### config.mk
export PLATFORM = sky130hd
export DESIGN_NAME = mul_div_seq
export DESIGN_NICKNAME = d
export VERILOG_FILES = /design/src/rtl/mul_div_pkg.sv /design/src/rtl/mul_div_step.sv /design/src/rtl/mul_div_seq.sv
export SDC_FILE = /design/constraint.sdc
export NUM_CORES = 1
export LEC_CHECK = 0
export CAP_MARGIN = 20
export CORE_ASPECT_RATIO = 2
export CORE_MARGIN = 2
export CORE_UTILIZATION = 50
export DETAILED_ROUTE_END_ITERATION = 16
export PLACE_DENSITY = 0.75
export SYNTH_ARGS = -nofsm -noshare
export SYNTH_HDL_FRONTEND = slang
export SYNTH_SLANG_ARGS = --single-unit
### constraint.sdc
create_clock -name clock -period 3 [get_ports clock]
set_input_delay 0.45 -clock clock [delete_from_list [all_inputs] [get_ports clock]]
set_output_delay 0.45 -clock clock [all_outputs]
set_load 0.1 [all_outputs]
### src/rtl/mul_div_pkg.sv
// Shared encodings for the sequential multiply/divide unit: op codes, FSM states, WIDTH limits.
package mul_div_pkg;

  localparam int unsigned WIDTH_MIN = 8;
  localparam int unsigned WIDTH_MAX = 64;
  localparam int unsigned CNT_W     = $clog2(WIDTH_MAX);

  typedef enum logic [1:0] {
    OP_MUL  = 2'b00,
    OP_MULU = 2'b01,
    OP_DIV  = 2'b10,
    OP_DIVU = 2'b11
  } op_t;

  typedef enum logic [1:0] {
    ST_IDLE,
    ST_RUN,
    ST_FIX,
    ST_DONE
  } state_t;

endpackage

### src/rtl/mul_div_step.sv
// One radix-2 iteration: shift-add multiply step, or restoring shift-subtract
// divide step when MUL_DIV_SEQ_DIV_EN is defined.
module mul_div_step #(
  parameter int unsigned WIDTH = 32
) (
`ifdef MUL_DIV_SEQ_DIV_EN
  input  logic             i_div,
`endif
  input  logic [WIDTH-1:0] i_opnd,
  input  logic [WIDTH-1:0] i_hi,
  input  logic [WIDTH-1:0] i_lo,
  output logic [WIDTH-1:0] o_hi,
  output logic [WIDTH-1:0] o_lo
);

  logic [WIDTH:0] w_sum;
`ifdef MUL_DIV_SEQ_DIV_EN
  logic [WIDTH:0] w_rem_sh;
  logic [WIDTH:0] w_diff;
`endif

  always_comb begin
    w_sum = {1'b0, i_hi} + (i_lo[0] ? {1'b0, i_opnd} : '0);
    o_hi  = w_sum[WIDTH:1];
    o_lo  = {w_sum[0], i_lo[WIDTH-1:1]};
`ifdef MUL_DIV_SEQ_DIV_EN
    // Bit WIDTH of the difference is the borrow: set means restore.
    w_rem_sh = {i_hi, i_lo[WIDTH-1]};
    w_diff   = w_rem_sh - {1'b0, i_opnd};
    if (i_div) begin
      o_hi = w_diff[WIDTH] ? w_rem_sh[WIDTH-1:0] : w_diff[WIDTH-1:0];
      o_lo = {i_lo[WIDTH-2:0], ~w_diff[WIDTH]};
    end
`endif
  end

endmodule

### src/rtl/mul_div_seq.sv
// Sequential signed/unsigned multiplier, with divider when MUL_DIV_SEQ_DIV_EN is defined.
// Fixed latency: result and done pulse WIDTH+2 edges after the accepting edge.
module mul_div_seq
  import mul_div_pkg::*;
#(
  parameter int unsigned WIDTH = 32
) (
  input  logic             clock,
  input  logic             clear,
  input  logic             start,
  input  logic [1:0]       op,
  input  logic [WIDTH-1:0] a,
  input  logic [WIDTH-1:0] b,
  output logic             busy,
  output logic             done,
  output logic [WIDTH-1:0] hi,
  output logic [WIDTH-1:0] lo,
  output logic             dbz
);

  state_t           r_state, w_next;
  logic [CNT_W-1:0] r_cnt;
  logic [WIDTH-1:0] r_acc_hi, r_acc_lo, r_opnd, r_hi, r_lo;
  logic             r_neg_q, r_dbz_n, r_dbz, r_done;
`ifdef MUL_DIV_SEQ_DIV_EN
  logic             r_div, r_neg_r;
`endif
  op_t              w_op;
  logic             w_signed, w_is_div;
  logic [WIDTH-1:0] w_a_mag, w_b_mag, w_step_hi, w_step_lo;

  assign w_op     = op_t'(op);
  assign w_signed = (w_op == OP_MUL) || (w_op == OP_DIV);
  assign w_is_div = (w_op == OP_DIV) || (w_op == OP_DIVU);
  assign w_a_mag  = (w_signed && a[WIDTH-1]) ? -a : a;
  assign w_b_mag  = (w_signed && b[WIDTH-1]) ? -b : b;

  assign busy = (r_state != ST_IDLE);
  assign done = r_done;
  assign hi   = r_hi;
  assign lo   = r_lo;
  assign dbz  = r_dbz;

  mul_div_step #(.WIDTH(WIDTH)) u_step (
`ifdef MUL_DIV_SEQ_DIV_EN
    .i_div  (r_div),
`endif
    .i_opnd (r_opnd),
    .i_hi   (r_acc_hi),
    .i_lo   (r_acc_lo),
    .o_hi   (w_step_hi),
    .o_lo   (w_step_lo)
  );

  always_ff @(posedge clock or negedge clear) begin
    if (!clear) r_state <= ST_IDLE;
    else        r_state <= w_next;
  end

  always_comb begin
    w_next = r_state;
    case (r_state)
      ST_IDLE: if (start) begin
`ifdef MUL_DIV_SEQ_DIV_EN
        w_next = (w_is_div && (b == '0)) ? ST_FIX : ST_RUN;
`else
        w_next = w_is_div ? ST_DONE : ST_RUN;
`endif
      end
      ST_RUN:  if (r_cnt == CNT_W'(WIDTH - 1)) w_next = ST_FIX;
      ST_FIX:  w_next = ST_DONE;
      ST_DONE: w_next = ST_IDLE;
      default: w_next = ST_IDLE;
    endcase
  end

  always_ff @(posedge clock or negedge clear) begin
    if (!clear) begin
      r_cnt    <= '0;
      r_acc_hi <= '0;
      r_acc_lo <= '0;
      r_opnd   <= '0;
      r_hi     <= '0;
      r_lo     <= '0;
      r_neg_q  <= 1'b0;
      r_dbz_n  <= 1'b0;
      r_dbz    <= 1'b0;
      r_done   <= 1'b0;
`ifdef MUL_DIV_SEQ_DIV_EN
      r_div    <= 1'b0;
      r_neg_r  <= 1'b0;
`endif
    end else begin
      r_done <= 1'b0;
      case (r_state)
        ST_IDLE: if (start) begin
          r_cnt    <= '0;
          r_acc_hi <= '0;
          r_neg_q  <= w_signed & (a[WIDTH-1] ^ b[WIDTH-1]);
          r_dbz_n  <= 1'b0;
`ifdef MUL_DIV_SEQ_DIV_EN
          r_div    <= w_is_div;
          r_neg_r  <= w_signed & a[WIDTH-1];
          if (w_is_div) begin
            r_acc_lo <= w_a_mag;
            r_opnd   <= w_b_mag;
            // Zero divisor: preload the final result; FIX passes it through unchanged.
            if (b == '0) begin
              r_acc_hi <= a;
              r_acc_lo <= '1;
              r_neg_q  <= 1'b0;
              r_neg_r  <= 1'b0;
              r_dbz_n  <= 1'b1;
            end
          end else begin
            r_acc_lo <= w_b_mag;
            r_opnd   <= w_a_mag;
          end
`else
          r_acc_lo <= w_is_div ? '0 : w_b_mag;
          r_opnd   <= w_a_mag;
          r_dbz_n  <= w_is_div;
`endif
        end
        ST_RUN: begin
          r_acc_hi <= w_step_hi;
          r_acc_lo <= w_step_lo;
          r_cnt    <= r_cnt + 1'b1;
        end
        ST_FIX: begin
`ifdef MUL_DIV_SEQ_DIV_EN
          if (r_div) begin
            if (r_neg_q) r_acc_lo <= -r_acc_lo;
            if (r_neg_r) r_acc_hi <= -r_acc_hi;
          end else if (r_neg_q) begin
            {r_acc_hi, r_acc_lo} <= -{r_acc_hi, r_acc_lo};
          end
`else
          if (r_neg_q) {r_acc_hi, r_acc_lo} <= -{r_acc_hi, r_acc_lo};
`endif
        end
        ST_DONE: begin
          r_hi   <= r_acc_hi;
          r_lo   <= r_acc_lo;
          r_dbz  <= r_dbz_n;
          r_done <= 1'b1;
        end
        default: ;
      endcase
    end
  end

endmodule

Word level (Yosys, flattened, before mapping):

Cells that the tools add are included.
Widths: inputs -> output; s select.

* register bits after elaboration: 172
* bits in latches: 0
* memory bits (writable): 0
* bits in read-only memories: 0
* bits of input ports: 69
* output and inout port bits: 67
* memories: 0

* $add $sub $neg: 5
* $mul: 0
* divide/modulo/power cells: 0
* magnitude comparators: 0
* equality and inequality tests: 9
* shifts and indexed selects: 0
* multiplexer cells: 17
* bitwise logic cells: 2
* reduce and logical (&&, ||, !) cells: 13

Operators with widths (number)
* $mux 32: 8
* $pmux 32 s3: 2
* $neg 32->32: 2
* $neg 64->64: 1
* $add 32x33->33: 1
* $pmux 6 s2: 1
* $eq 2x2->1 const B: 4
* $pmux 2 s4: 1
* $add 6x1->6 const B: 1
* $eq 6x5->1 const B: 1
* $mux 2: 3
* $mux 6: 1
* $ne 2x2->1 const B: 3
* $reduce_and 2->1: 3
* $logic_not 2->1: 2
* $reduce_bool 2->1: 2
* $reduce_and 3->1: 1
* $reduce_bool 3->1: 1
* $eq 2x1->1 const B: 1
* $logic_and 1x1->1: 2
* $logic_or 1x1->1: 2
* $and 1x1->1: 1
* $mux 1: 1
* $xor 1x1->1: 1

Logic depth before layout (Yosys ltp):

* word-level depth: 7
* mapped depth: 13
* mapped depth without buffers: 12

By module:

From an unflattened synthesis, not the netlist that was laid out.

* cell total of the unflattened synthesis: 1324
* area, all modules: 12051.6 µm²

Modules (own cells, without submodules)
* mul_div_seq: times used 1, cells each 1029, area each 9864.5 µm², sequential area each 4304.1 µm²
* mul_div_step: times used 1, cells each 295, area each 2187.1 µm², sequential area each 0.0 µm²

Worst setup path after synthesis:

Ideal clock, no wire load.

* path kind: flip-flop to flip-flop
* from: register r_acc_lo[0]
* to: register r_acc_hi[6]
* setup time: 0.130 ns
* arrival time: 2.960 ns
* required time: 2.870 ns
* path slack: -0.090 ns
* stages on the path, launching flop included: 12
* clock period less this slack: 3.090 ns
* path through: dfrtp_1 > clkbuf_1 > inv_1 > ha_1 > or3b_4 > or4_1 > buf_2 > nor4_4 > nand3_1 > or3_1 > a32oi_1 > o21ai_1

* longest elaborated chain between the ends: 3

Ends and longest elaborated chain
* start, declared: line mul_div_seq.sv:23 `logic [WIDTH-1:0] r_acc_hi, r_acc_lo, r_opnd, r_hi, r_lo;`
* start signal, assigned: line mul_div_seq.sv:120 `r_acc_lo <= w_is_div ? '0 : w_b_mag;`
* start signal, assigned: line mul_div_seq.sv:127 `r_acc_lo <= w_step_lo;`
* start signal, assigned: line mul_div_seq.sv:139 `if (r_neg_q) {r_acc_hi, r_acc_lo} <= -{r_acc_hi, r_acc_lo};`
* $neg 64->64 or $mux 32 (tied branches): line mul_div_seq.sv:139, mul_div_step.sv:23
* $mux 32 or $add 32x33->33 (tied branches): line mul_div_seq.sv:139, mul_div_step.sv:23
* $pmux 32 s3 (*): line mul_div_seq.sv:95 `case (r_state)`
* end signal, assigned: line mul_div_seq.sv:126 `r_acc_hi <= w_step_hi;`
* end signal, assigned: line mul_div_seq.sv:139
* end, declared: line mul_div_seq.sv:23

Mark *: on every way between the ends. The rest lies on a longest branch, timed or not. The select of a mux whose other input is x is not followed.
A chain may end at the register's enable or synchronous reset.

Worst setup path after layout:

* from: register r_acc_lo[0]
* to: register r_acc_hi[29]

Same word-level chain as after synthesis.

==> flow_summary.toml <==
[grt]
grt_pass1_vias = 11700
grt_overflow = 0
antenna_found_initial = 0
grt_max_degree = 67
grt_usage_pct = 32.3
grt_pass1_wl_um = 61200

[timing]
finalMaxSlewViolations = 0
skew_ns = 0.0118
worst_pin_slew_ns = 0.955
finalCritPeriodShare_pct = 98.2
finalHoldViolations = 0
slew_headroom_pct = 36.4
final.setup.tns_ns = 0
whs_ns = 0.475
setup_viol = 0
timing.fmax_mhz = 339
rsz0062_at_grt = "true"
period_needed_ns = 2.95
setup_slack_ns = 0.0526

[critical_path]
r2r_cells = 11
end_kind = "flop"
critPathLaunchType = "flop"
required_ns = 3.35
timing.rr.end = "r_acc_hi[29]"
critPathArrivalTime_ns = 3.30
crit_start = "r_acc_lo[0]"
endpoint = "r_acc_hi[29]"
crit_fanout = 19
path_class = "flop to flop"
regToRegSetupSlack_ns = 0.05
reg2reg_from = "r_acc_lo[0]"

[synth]
synth_compound_area_share_pct = 20.8
synth.cell_area_um2 = 11500
synth.area.top_cells = "dfrtp_1 37%, mux2_2 6.4%, o21ai_0 5.7%, ha_1 4.4%, xor2_1 3.9%"
yosysSeqAreaShare_pct = 37.5
synth.mux.area_fraction_pct = 6.89
async_flop_share_pct = 100
synth_top_family_by_area = "compound AO/OA/AOI/OAI gates"
synth_nets = 1397
netlist.area_leader.share_pct = 37.5
ys.flop_type = "dfrtp_1"
synth_largest_area_cell = "dfrtp_1"
synth-edff-count = 0
synthCells = 1287
synth.most_common_cell = "dfrtp_1"
netlist_top_cells_count = "172 x dfrtp_1, 130 x o21ai_0, 104 x nand2_1, 89 x nor2_1"
synthXorXnorAreaFrac_pct = 7.55
ys_ff_latch = 172
ys_warn_count = 0
avgSynthCellArea_um2 = 8.93
yosys.area_share.simple_pct = 19.2
yosysUniqueCellTypes = 71
synth_fa_ha_area_share_pct = 4.53

[drt]
drtIter0Drc = 673
drcViolationCount = 0
drt-pass1-iter-count = 8
routedWlPerCell_um = 21.2
drtAntennaViolNets = 0
routed_wl_um = 39200
vias = 11600
vias_per_cell = 6.29

[clocking]
cts.sinks = 172
clock-root-buffer = "clkbuf_16"
cts_buffer_depth = 2
clkLatencyLatePin_ns = 0.46
htree_levels = 4
cts_tree = "yes"
path_clk_slew_ns = 0.07
numCtsBuffers = 17

[final_layout]
final_area_um2 = 15100
drive_gt1_share_pct = 25.9
final_nets = 1664
syn2layout_area_growth_pct = 31.2
fillCellCount = 1931
utilization_pct = 66.6
diodes = 0
final_cells = 1847

[power]
peakVddDrop_mv = 0.947
total_power_mw = 16.3
p_leak_nw = 6.75
p_per_area_nw_per_um2 = 1080

[floorplan]
die_y_um = 218
start_util_pct = 50.7
die_area_um2 = 24300
io_pins = 136
dieWidth_um = 111
rows = 78
core-area_um2 = 22600

[status]
status = "finished, final reports clean"

[run]
maxCapViolCount = 0

[place]
dp_hpwl_um = 29500
post-place-cells = 1806
placed_cell_area_um2 = 14100
port_buffers = 135
pre_cts_ws_ns = -0.202
routabilityCongestion = 0.964

[worst_hold_path]
hold_path_class = "flop to flop"
layout make-up:
| cell class | instances | area, um^2 | share of cell area [%] |
|---|---|---|---|
| Multi-Input combinational cell | 1010 | 7050 | 46.8 |
| Sequential cell | 172 | 4300 | 28.6 |
| Timing Repair Buffer | 317 | 2600 | 17.2 |
| Clock buffer | 17 | 425 | 2.82 |
| Tap cell | 280 | 350 | 2.32 |
| Clock inverter | 15 | 209 | 1.39 |
| Inverter | 36 | 135 | 0.896 |
worst max-delay path, cell delays in order (launching register included):
cell,delay (ns)
dfrtp_1,0.39
buf_4,0.17
buf_12,0.15
and2_1,0.21
ha_1,0.45
nand3_1,0.19
a21oi_1,0.23
nor2_2,0.08
a211oi_4,0.37
nor3_2,0.10
a32o_1,0.27
a21bo_2,0.21
state kept, by name (all words and copies together), names as in the netlist:
register / count
r_acc_lo: 32
r_opnd: 32
dbz: 1
r_dbz_n: 1
r_cnt: 6
lo: 32
hi: 32
r_neg_q: 1
done: 1
r_acc_hi: 32
r_state: 2
report_power, final:
group          internal [mW]  total (mW)  switching [mW]  leakage (nW)
combinational           3.29        10.0            6.72          4.21
clock                   1.41        2.43            1.02         0.301
sequential              3.23        3.89           0.660          2.25
cells by family (layout without fill, tap and decap cells):
group / after synthesis / in the layout
xor gates and xnor gates: 99 / 99
adders and majority gates: 41 / 41
muxes: 71 / 71
and+or+nand+nor: 426 / 427
AOI/OAI and AO/OA: 372 / 372
buffers and inverters: 106 / 385
DFF: 172 / 172
how the worst min path moves through the flow:
stage               startpoint          to  slack, ns  depth (start not counted)
floorplan                clear         dbz       0.15                          0
global placement    r_opnd[31]  r_opnd[31]       0.46                          2
detailed placement  r_opnd[14]  r_opnd[14]       0.46                          2
CTS                 r_opnd[14]  r_opnd[14]       0.48                          2
global route        r_opnd[14]  r_opnd[14]       0.50                          2
finish              r_opnd[31]  r_opnd[31]       0.48                          2
metal layers:
layer / wire length (um) / vias up / global-route usage (%)
met5: 0 / - / 0
met1: 12900 / 5564 / 32.0
met2: 21000 / 569 / 59.7
met4: 3260 / 0 / 23.3
met3: 2030 / 209 / 5.68
li1: - / 5272 / -
what timing repair did:
item / CTS / global route
hold endpoints to repair: 40 / 0
hold buffers: 1 / 0
pin swaps: 2 / 12
buffers inserted: 1 / 7
gates cloned: 0 / 1
setup endpoints to repair: 15 / 23
resized for setup: 7 / 46
placed cells by master, fill, tap and decap left out, types with 19 or more instances in the layout:
cell type        instances
inv_1                   36
ha_1                    34
nand3_1                 19
a21oi_1                 59
clkdlybuf4s50_1         67
xnor2_1                 48
buf_4                  243
mux2_2                  65
nor2_1                  88
and2_1                  37
dfrtp_1                172
nand2b_1                21
nand2_1                104
nor3_1                  49
o21ai_0                126
xor2_1                  51
Note: power is estimated with default switching activity, not from simulation.
